## src/rtl/dg_pc_pkg.sv

```systemverilog
// Shared types and helpers for the DG-series program-counter unit:
// opcode encoding, default feedback taps and the in-page sequence function.
package dg_pc_pkg;

  localparam int unsigned LFSR_MAX_W = 32;
  localparam logic [5:0] DG_DEFAULT_TAPS = 6'b000011;

  typedef enum logic [2:0] {
    OP_SEQ   = 3'd0,
    OP_JMP   = 3'd1,
    OP_CALL  = 3'd2,
    OP_RET   = 3'd3,
    OP_LJMP  = 3'd4,
    OP_LCALL = 3'd5
  } op_e;

  // Shift right, feeding XNOR of the tapped bits into bit w-1; all-ones maps to itself.
  function automatic logic [LFSR_MAX_W-1:0] lfsr_nxt(
    input logic [LFSR_MAX_W-1:0] pl,
    input logic [LFSR_MAX_W-1:0] taps,
    input int unsigned           w
  );
    logic fb;
    fb = ~(^(pl & taps));
    return (pl >> 1) | ({{(LFSR_MAX_W-1){1'b0}}, fb} << (w - 32'd1));
  endfunction

endpackage

```

## src/rtl/dg_pc_unit_if.sv

```systemverilog
// Decoder-side bundle of the program-counter unit: step/op/targets in,
// ROM address and stack status out.
interface dg_pc_unit_if #(
  parameter int unsigned PL_W = 6,
  parameter int unsigned PU_W = 4,
  parameter int unsigned CW   = 3
);

  logic            step;
  logic [2:0]      op;
  logic [PL_W-1:0] tgt_pl;
  logic [PU_W-1:0] tgt_pu;
  logic            clr_flags;
  logic [PU_W+PL_W-1:0] pc;
  logic [CW-1:0]   depth;
  logic            ovf;
  logic            unf;

  modport master (
    output step, op, tgt_pl, tgt_pu, clr_flags,
    input  pc, depth, ovf, unf
  );

  modport slave (
    input  step, op, tgt_pl, tgt_pu, clr_flags,
    output pc, depth, ovf, unf
  );

endinterface

```

## src/rtl/dg_ret_stack.sv

```systemverilog
// Return-address stack: entry 0 is the top, pushes shift down and drop the
// oldest entry when full, pops shift up and zero-fill the bottom slot.
module dg_ret_stack #(
  parameter int unsigned DEPTH = 5,
  parameter int unsigned W     = 10,
  parameter int unsigned CW    = $clog2(DEPTH + 1)
) (
  input  logic          clk,
  input  logic          rst_n,
  input  logic          push_i,
  input  logic          pop_i,
  input  logic [W-1:0]  wdata_i,
  output logic [W-1:0]  top_o,
  output logic [CW-1:0] depth_o,
  output logic          full_o,
  output logic          empty_o
);

  logic [W-1:0]  mem_q [DEPTH];
  logic [W-1:0]  mem_d [DEPTH];
  logic [CW-1:0] depth_q;
  logic [CW-1:0] depth_d;

  assign full_o  = (depth_q == CW'(DEPTH));
  assign empty_o = (depth_q == {CW{1'b0}});
  assign top_o   = mem_q[0];
  assign depth_o = depth_q;

  // Next stack contents and occupancy for one push or one pop.
  always_comb begin
    mem_d   = mem_q;
    depth_d = depth_q;
    if (push_i) begin
      for (int unsigned i = 1; i < DEPTH; i++) begin
        mem_d[i] = mem_q[i-1];
      end
      mem_d[0] = wdata_i;
      if (!full_o) begin
        depth_d = depth_q + CW'(1);
      end else begin
        depth_d = depth_q;
      end
    end else if (pop_i) begin
      for (int unsigned i = 0; i + 1 < DEPTH; i++) begin
        mem_d[i] = mem_q[i+1];
      end
      mem_d[DEPTH-1] = {W{1'b0}};
      if (!empty_o) begin
        depth_d = depth_q - CW'(1);
      end else begin
        depth_d = depth_q;
      end
    end else begin
      mem_d   = mem_q;
      depth_d = depth_q;
    end
  end

  // Stack state register with synchronous clear.
  always_ff @(posedge clk) begin
    if (!rst_n) begin
      for (int unsigned i = 0; i < DEPTH; i++) begin
        mem_q[i] <= {W{1'b0}};
      end
      depth_q <= {CW{1'b0}};
    end else begin
      mem_q   <= mem_d;
      depth_q <= depth_d;
    end
  end

endmodule

```

## src/rtl/dg_pc_unit.sv

```systemverilog
// Program counter for DG-series cores: polynomial in-page counter PL, page
// register PU, op decode, return stack and sticky overflow/underflow flags.
module dg_pc_unit
  import dg_pc_pkg::*;
#(
  parameter int unsigned     PL_W  = 6,
  parameter int unsigned     PU_W  = 4,
  parameter logic [PL_W-1:0] TAPS  = DG_DEFAULT_TAPS,
  parameter int unsigned     DEPTH = 5,
  parameter int unsigned     CW    = $clog2(DEPTH + 1)
) (
  input logic          clk,
  input logic          rst_n,
  dg_pc_unit_if.slave  bus
);

  localparam int unsigned W = PU_W + PL_W;

  logic [PL_W-1:0] pl_q;
  logic [PL_W-1:0] pl_d;
  logic [PL_W-1:0] pl_seq_s;
  logic [PU_W-1:0] pu_q;
  logic [PU_W-1:0] pu_d;
  logic            ovf_q;
  logic            ovf_d;
  logic            unf_q;
  logic            unf_d;
  logic            push_s;
  logic            pop_s;
  logic            full_s;
  logic            empty_s;
  logic [W-1:0]    top_s;
  logic [W-1:0]    ret_addr_s;
  logic [CW-1:0]   depth_s;

  assign pl_seq_s   = PL_W'(lfsr_nxt(LFSR_MAX_W'(pl_q), LFSR_MAX_W'(TAPS), PL_W));
  assign ret_addr_s = {pu_q, pl_seq_s};

  dg_ret_stack #(
    .DEPTH (DEPTH),
    .W     (W),
    .CW    (CW)
  ) u_stack (
    .clk     (clk),
    .rst_n   (rst_n),
    .push_i  (push_s),
    .pop_i   (pop_s),
    .wdata_i (ret_addr_s),
    .top_o   (top_s),
    .depth_o (depth_s),
    .full_o  (full_s),
    .empty_o (empty_s)
  );

  // Op decode: next {PU,PL} and the single stack action for this step.
  always_comb begin
    pl_d   = pl_q;
    pu_d   = pu_q;
    push_s = 1'b0;
    pop_s  = 1'b0;
    if (bus.step) begin
      case (bus.op)
        OP_JMP: begin
          pl_d = bus.tgt_pl;
        end
        OP_LJMP: begin
          pu_d = bus.tgt_pu;
          pl_d = bus.tgt_pl;
        end
        OP_CALL: begin
          push_s = 1'b1;
          pu_d   = {PU_W{1'b1}};
          pl_d   = bus.tgt_pl;
        end
        OP_LCALL: begin
          push_s = 1'b1;
          pu_d   = bus.tgt_pu;
          pl_d   = bus.tgt_pl;
        end
        OP_RET: begin
          pop_s = 1'b1;
          if (empty_s) begin
            pu_d = {PU_W{1'b0}};
            pl_d = {PL_W{1'b0}};
          end else begin
            {pu_d, pl_d} = top_s;
          end
        end
        default: begin
          pl_d = pl_seq_s;
        end
      endcase
    end else begin
      pl_d = pl_q;
      pu_d = pu_q;
    end
  end

  // Sticky flags: a new event in this cycle beats a simultaneous clear.
  always_comb begin
    ovf_d = ovf_q;
    unf_d = unf_q;
    if (push_s && full_s) begin
      ovf_d = 1'b1;
    end else if (bus.clr_flags) begin
      ovf_d = 1'b0;
    end else begin
      ovf_d = ovf_q;
    end
    if (pop_s && empty_s) begin
      unf_d = 1'b1;
    end else if (bus.clr_flags) begin
      unf_d = 1'b0;
    end else begin
      unf_d = unf_q;
    end
  end

  // PC and flag registers with synchronous clear.
  always_ff @(posedge clk) begin
    if (!rst_n) begin
      pl_q  <= {PL_W{1'b0}};
      pu_q  <= {PU_W{1'b0}};
      ovf_q <= 1'b0;
      unf_q <= 1'b0;
    end else begin
      pl_q  <= pl_d;
      pu_q  <= pu_d;
      ovf_q <= ovf_d;
      unf_q <= unf_d;
    end
  end

  assign bus.pc    = {pu_q, pl_q};
  assign bus.depth = depth_s;
  assign bus.ovf   = ovf_q;
  assign bus.unf   = unf_q;

endmodule

```

## src/flat_wrapper.sv

```systemverilog
// flat-port wrapper written by rule: the top's interface ports become plain ports
module dg_pc_unit_flat import dg_pc_pkg::*;
#(
  parameter int unsigned     PL_W  = 6,
  parameter int unsigned     PU_W  = 4,
  parameter logic [PL_W-1:0] TAPS  = DG_DEFAULT_TAPS,
  parameter int unsigned     DEPTH = 5,
  parameter int unsigned     CW    = $clog2(DEPTH + 1)
)
  (clk, rst_n, bus_step, bus_op, bus_tgt_pl, bus_tgt_pu, bus_clr_flags, bus_pc, bus_depth, bus_ovf, bus_unf);
  dg_pc_unit_if #(.PL_W(PL_W), .PU_W(PU_W), .CW(CW)) bus_i ();
  input logic clk;
  input logic rst_n;
  input wire logic [$bits(bus_i.step)-1:0] bus_step;
  input wire logic [$bits(bus_i.op)-1:0] bus_op;
  input wire logic [$bits(bus_i.tgt_pl)-1:0] bus_tgt_pl;
  input wire logic [$bits(bus_i.tgt_pu)-1:0] bus_tgt_pu;
  input wire logic [$bits(bus_i.clr_flags)-1:0] bus_clr_flags;
  output wire logic [$bits(bus_i.pc)-1:0] bus_pc;
  output wire logic [$bits(bus_i.depth)-1:0] bus_depth;
  output wire logic [$bits(bus_i.ovf)-1:0] bus_ovf;
  output wire logic [$bits(bus_i.unf)-1:0] bus_unf;
  assign bus_i.step = bus_step;
  assign bus_i.op = bus_op;
  assign bus_i.tgt_pl = bus_tgt_pl;
  assign bus_i.tgt_pu = bus_tgt_pu;
  assign bus_i.clr_flags = bus_clr_flags;
  assign bus_pc = bus_i.pc;
  assign bus_depth = bus_i.depth;
  assign bus_ovf = bus_i.ovf;
  assign bus_unf = bus_i.unf;
  dg_pc_unit #(.PL_W(PL_W), .PU_W(PU_W), .TAPS(TAPS), .DEPTH(DEPTH), .CW(CW)) u_core (.clk(clk), .rst_n(rst_n), .bus(bus_i));
endmodule
```

## config.mk

```make
export PLATFORM = sky130hd
export DESIGN_NAME = dg_pc_unit_flat
export DESIGN_NICKNAME = d
export VERILOG_FILES = /design/src/rtl/dg_pc_pkg.sv /design/src/rtl/dg_pc_unit_if.sv /design/src/rtl/dg_ret_stack.sv /design/src/rtl/dg_pc_unit.sv /design/src/flat_wrapper.sv
export SDC_FILE = /design/constraint.sdc
export NUM_CORES = 1
export LEC_CHECK = 0
export CORE_ASPECT_RATIO = 0.9
export CORE_MARGIN = 8
export CORE_UTILIZATION = 51
export DETAILED_ROUTE_END_ITERATION = 8
export PLACE_DENSITY = 0.76
export SYNTH_ARGS = -nofsm -noshare
export SYNTH_HDL_FRONTEND = slang
export SYNTH_SLANG_ARGS = --single-unit
```

## constraint.sdc

```tcl
create_clock -name clk -period 2.3 [get_ports clk]
set_input_delay 0.345 -clock clk [delete_from_list [all_inputs] [get_ports clk]]
set_output_delay 0.345 -clock clk [all_outputs]
set_load 0.02 [all_outputs]
```

Yosys cells after proc, flatten, opt, wreduce, memory -nomap -nowiden:

Index checks and enable logic that the tools add are counted.
Widths: inputs -> output; s select.

* bits in registers: 65
* input port bits: 17
* output and inout bits: 15
* word-level logic and storage cells: 52

* add/subtract/negate cells: 2
* eq/ne operators: 8
* muxes and demuxes: 17
* bitwise logic cells: 2
* reduce and logical (&&, ||, !) cells: 13

Operators by type and width (number)
* $mux 50: 2
* $reduce_xor 32->1: 1
* $mux 3: 4
* $pmux 4 s3: 1
* $pmux 6 s2: 1
* $eq 3x3->1 const B: 3
* $mux 1: 7
* $eq 3x2->1 const B: 2
* $mux 6: 1
* $or 5x6->6: 1
* $reduce_bool 2->1: 3
* $mux 4: 1
* $reduce_or 2->1: 2
* $reduce_or 4->1: 1
* $add 3x1->3 const B: 1
* $eq 3x1->1 const B: 1
* $logic_not 3->1: 1
* $reduce_and 3->1: 1
* $reduce_bool 3->1: 1
* $sub 3x1->3 const B: 1
* $logic_and 1x1->1: 2
* $ne 2x1->1 const B: 1
* $ne 2x2->1 const B: 1
* $reduce_and 2->1: 1
* $not 1->1: 1

Logic depth before layout (Yosys ltp):

Gate-level depths: netlist (run 1).

* depth in word-level cells: 6
* gate-level depth with buffers: 10
* gate-level depth less buffers: 8

Cells and area by module:

From an unflattened synthesis (run 1), not the netlist that was laid out.

* cell total of the unflattened synthesis: 363
* area, all modules: 3503.4 sq um

Modules (own cells, without submodules)
* dg_ret_stack: instances 1, cells an instance 261, area each 2586.2 sq um, seq. area each 1061.0 sq um
* dg_pc_unit: instances 1, cells an instance 102, area each 917.1 sq um, seq. area each 240.2 sq um

Least setup slack after synthesis (run 1):

Ideal clock, no wire load.

* path kind: input port to flip-flop
* start point: input bus_op[0]
* end point: register u_core.u_stack.depth_q[2], in the netlist u_core.u_stack.depth_o[2]
* setup time: 115 ps
* arrival: 2106 ps
* required time: 2185 ps
* setup slack: 79 ps
* stages: 10
* buffers on the path: 2
* cells stage by stage: buf_2 > nor3b_2 > o21a_4 > buf_2 > xnor2_1 > ha_1 > o311ai_0 > a31o_2 > o32ai_1 > and2_1

* word-level cells in the longest chain between the ends: 6
* elaborated cells on any way between the ends: 13
* those cells by class: 5 x eq/ne; 5 x mux; 3 x reduce/logical

Ends and longest elaborated chain
* from (decl): line flat_wrapper.sv:15 `input wire logic [$bits(bus_i.op)-1:0] bus_op;`
* $eq 3x2->1 / $eq 3x3->1 (equally long branches): line dg_pc_unit.sv:62 `case (bus.op)`
* $reduce_or 2->1 (no source line)
* $mux 1: line dg_pc_unit.sv:62
* $mux 1: line dg_pc_unit.sv:61 `if (bus.step) begin`
* $ne 2x2->1 (no source line), or another cell as far along
* $reduce_and 3->1 (no source line)
* to (signal assigned): line dg_ret_stack.sv:65 `depth_q <= {CW{1'b0}};`
* to (signal assigned): line dg_ret_stack.sv:68 `depth_q <= depth_d;`
* to (decl): line dg_ret_stack.sv:21 `logic [CW-1:0] depth_q;`

Several ways; a longest one is shown, not always the timed one.
A chain may end at the register's enable or synchronous reset.

Worst setup path in the final report (run 1):

* start point: input bus_op[1]
* end point: register u_core.u_stack.depth_q[2], in the netlist u_core.u_stack.depth_o[2]

Same word-level chain as after synthesis.

==> impl_summary.log, run 1 <==
[metrics] I/O Buffers: 31
[metrics] top cell type's share of synthesized area: between 40% and 50%
[metrics] CTS tree: done
[metrics] post-CTS resize count: 0
[metrics] final HPWL from detailed placement: roughly 4.5 mm
[metrics] register bit count reported by yosys: between 60 and 70
[metrics] Post-Route Utilization: 62.1%
[metrics] NumNets Final: roughly 400
[metrics] YS warnings: 0
[metrics] global-route usage over all layers: 16.1%
[metrics] Fmax: ~0.49 GHz
[metrics] area growth from synthesis to layout: 20.2%
[metrics] highest metal layer with signal wires: met4
[metrics] via count normalized by instance count: 5.83
[metrics] routability congestion estimate: ~0.8
[metrics] worst min-delay path class: flop to flop
[metrics] cell types with the largest area share after synthesis: sky130_fd_sc_hd__dfxtp_1 42%, sky130_fd_sc_hd__o211a_1 12%, sky130_fd_sc_hd__nand2_1 11%
[metrics] Netlist cell types: just over 40
[metrics] initial DRC count: ~270
[metrics] largest family of logic cells by synthesized area: compound AO/OA/AOI/OAI gates
[metrics] critical path startpoint category: primary input
[metrics] vertical die dimension: about 90 um
[metrics] H-tree levels: 3
[metrics] crit path setup slack, layout: about 0.24 ns
[metrics] Met1 Routed Length: roughly 3.3 mm
[metrics] post-synthesis area per instance: roughly 8.4 um^2
[metrics] peak per-stage delay on the critical path: roughly 0.5 ns
[metrics] post-synthesis xor/xnor area fraction: less than 1%
[metrics] Antenna Nets Post-Route: 0
[metrics] Cell Chain, Critical Path: clkdlybuf4s50_1, and3b_4, o21a_4, xnor2_1, ha_1, o311ai_0, a31o_2, o21ai_1, and2_1
[metrics] share of synthesized area spent on multiplexers: less than 1%
[metrics] count of final max-slew check failures: 0
[metrics] share of layout cells above drive strength 1: between 10% and 20%
[metrics] Synth Area in Adders: 0.809%
[metrics] number of synthesized flops with an enable pin: 0
[metrics] DRC viols: 0
[metrics] placed cell area: ~0.0035 mm^2
[metrics] # Max-Cap Violations: 0
[metrics] Final min period: between 2 and 2.5 ns
[metrics] pin count of the biggest net entering global routing: between 50 and 60
[metrics] total of hold buffers inserted after clock tree synthesis: 0
[metrics] length of the first detailed-routing pass in iterations: 7
[metrics] core footprint: ~0.0060 mm^2
[metrics] worst-case setup slack after placement: -0.118 ns
[metrics] peak ir drop on the vdd network: 0.000365 V
[metrics] antenna cell count: 0
[metrics] number of buffer and inverter instances along the worst setup path: 1
[metrics] final clock skew: ~0.0068 ns
[metrics] number of clock sinks: 65
[metrics] Clock Tree Root: sky130_fd_sc_hd__clkbuf_8
[metrics] synthesized-area fraction occupied by and/or/nand/nor cells: 23.6%
[metrics] outcome: finished clean
[metrics] horizontal extent of the die: 98.1 um
[metrics] Hold Violations, Final: 0
[metrics] total congestion overflow after global routing: 0
[metrics] Worst slew margin: approximately 62%
[metrics] Skew-Pair Late Insertion Delay: 0.34 ns
[metrics] share of the synthesized area in compound gates (AO/OA/AOI/OAI): about a quarter
[metrics] cell type with the highest aggregate area in the netlist: sky130_fd_sc_hd__dfxtp_1
[metrics] class of the most critical setup path: primary input to flop
[metrics] initial antenna violation count: 0
[metrics] standard cell with the maximum stage delay on the critical path: sky130_fd_sc_hd__clkdlybuf4s50_1
[metrics] average routed wire per standard cell: approximately 15 um
[metrics] delay-heaviest family, CP: compound AO/OA/AOI/OAI gates
[metrics] total die area: 0.00881 mm^2
[metrics] data required time at the worst endpoint: approximately 2.5 ns
[metrics] clock-pin slew reported for the worst setup and hold paths after clock tree synthesis: around 0.070 ns
[metrics] top fanout value on the critical path: 3
[metrics] type of destination of the critical path: flop
[metrics] number of nets in the synthesized netlist: 387
[metrics] met2 wirelength from detailed routing: 3.10 mm
[metrics] standard-cell rows: 27
[metrics] I/O pin total: 32
[metrics] post-route total power: approximately 2.6 mW
[metrics] Pwr Density: between 700 and 800 mW/mm^2
[metrics] total number of vias: about 2700
[metrics] number of global-route vias before repair: 2544
[metrics] synthesized area: between 0.003 and 0.004 mm^2
[metrics] leakage power: 1.74 nW
[metrics] transition time at the pin with the least slew margin: around 0.57 ns
[metrics] Total Routed Length: 6.81 mm
[metrics] wire length of the first global-routing pass: 12.0 mm
[metrics] final clock period utilization by the worst path: between 80% and 90%
[metrics] number of setup violations in the final report: 0
[metrics] total clock buffers created by CTS: 9
[metrics] met3 routed wirelength: between 400 and 500 um
[metrics] Clock Tree Buf Depth: 2
[metrics] final cell area excluding filler cells: between 0.003 and 0.004 mm^2
[metrics] register area share after synthesis: a little over two fifths
[metrics] setup repair after global routing missed its margin: no
[metrics] cell count after synthesis: ~370
[metrics] dominant register cell in the synthesized netlist: sky130_fd_sc_hd__dfxtp_1
[metrics] starting density of the core: around 52%
[metrics] fillers: 508
[metrics] share of synthesized registers carrying an async set or reset: 0%
[metrics] postcts setup bufs: 0
[metrics] data arrival time at the worst-slack endpoint: 2.30 ns
[metrics] final sum of negative setup slack: 0 ns
==> cells in the final DEF (no fill, tap or decap), drive strengths merged, types with 7 or more instances in the layout <==
| cell type | n |
|---|---|
| buf | 18 |
| a21boi | 10 |
| nand2 | 89 |
| nand3 | 48 |
| a222oi | 7 |
| o211a | 38 |
| o21ai | 15 |
| nor2b | 7 |
| clkbuf | 9 |
| a21oi | 15 |
| clkdlybuf4s50 | 30 |
| dfxtp | 65 |
==> Yosys cell counts (2+ instances only) <==
cell type                   n
sky130_fd_sc_hd__a221oi_1   2
sky130_fd_sc_hd__clkbuf_1  13
sky130_fd_sc_hd__buf_2     20
sky130_fd_sc_hd__dfxtp_1   65
sky130_fd_sc_hd__a22oi_1    4
sky130_fd_sc_hd__xnor2_1    3
sky130_fd_sc_hd__inv_1      3
sky130_fd_sc_hd__nand3_1   48
sky130_fd_sc_hd__ha_1       2
sky130_fd_sc_hd__nand2_1   89
sky130_fd_sc_hd__o211a_1   38
sky130_fd_sc_hd__a21boi_1  10
sky130_fd_sc_hd__and3_1     2
sky130_fd_sc_hd__a21oi_1   15
sky130_fd_sc_hd__nor2b_1    7
sky130_fd_sc_hd__o21ai_0   12
sky130_fd_sc_hd__nor2_1     4
sky130_fd_sc_hd__a222oi_1   7
sky130_fd_sc_hd__o21ai_1    2
==> cell families (layout without fill, tap and decap cells) <==
group	count (synthesis)	count (layout)
compound gates	100	100
xor+xnor	3	3
fa+ha+maj	2	2
buf+inv	38	67
flops	65	65
mux	1	1
simple gates	159	159
==> worst reg2reg max path: stages, from the launching register on <==
cell                       delay, ns
sky130_fd_sc_hd__dfxtp_1        0.55
sky130_fd_sc_hd__xnor2_1        0.13
sky130_fd_sc_hd__ha_1           0.20
sky130_fd_sc_hd__o311ai_0       0.35
sky130_fd_sc_hd__a31o_2         0.17
sky130_fd_sc_hd__o21ai_1        0.06
sky130_fd_sc_hd__and2_1         0.15
==> final cells by class <==
type                       count  area (um^2)  share of cell area, %
clock buffer                   9          124                   3.33
tap                           72         90.1                   2.42
sequential                    65         1300                   35.0
timing repair buffer          48          483                   13.0
clock inverter                 7         95.1                   2.56
multi-input combinational    265         1610                   43.4
inverter                       3         11.3                  0.303
==> sequential cells by signal, indices dropped and copies added (netlist names) <==
| signal | count |
|---|---|
| u_core.u_stack.mem_q | 40 |
| u_core.u_stack.top_o | 10 |
| u_core.pu_q | 4 |
| u_core.bus.unf | 1 |
| u_core.u_stack.depth_o | 3 |
| u_core.pl_q | 6 |
| u_core.bus.ovf | 1 |
==> through the flow <==
| stage | instances | hold slack, ns |
|---|---|---|
| 2_1_floorplan | 368 | 0.443 |
| 3_3_place_gp | 453 | 0.452 |
| 3_5_place_dp | 453 | 0.460 |
| 4_1_cts | 469 | 0.471 |
| 5_1_grt | 469 | 0.493 |
| 6_report | 469 | 0.470 |
==> final timing paths <==
kind,from,endpoint,slack (ns),cells after the start
max,bus_op[1],u_core.u_stack.depth_o[2],0.24,9
min,u_core.u_stack.mem_q[4],u_core.u_stack.mem_q[4],0.47,2
max reg2reg,u_core.u_stack.depth_o[1],u_core.u_stack.depth_o[2],0.60,6
min reg2reg,u_core.u_stack.mem_q[4],u_core.u_stack.mem_q[4],0.47,2
==> per-layer routing <==
layer  GRT usage, %  up-vias
met5              0        -
met4           3.76        0
met3           5.70        9
met2           24.2       82
met1           21.3     1268
li1               -     1374
==> report_power, final <==
| part | total [mW] | switching (mW) | leakage [nW] | internal (mW) |
|---|---|---|---|---|
| registers | 1.24 | 0.0554 | 0.531 | 1.18 |
| logic | 0.345 | 0.176 | 1.10 | 0.169 |
| clock network | 1.05 | 0.443 | 0.109 | 0.609 |
| total | 2.64 | 0.674 | 1.74 | 1.96 |
Power figures use the tool's default switching activity.
==> inputs of run 2 (changes only) <==
Settings changed: HOLD_SLACK_MARGIN set to 0.05.
==> results of run 2 <==
Same layout as run 1: the final DEF is identical, and so are final timing and power.
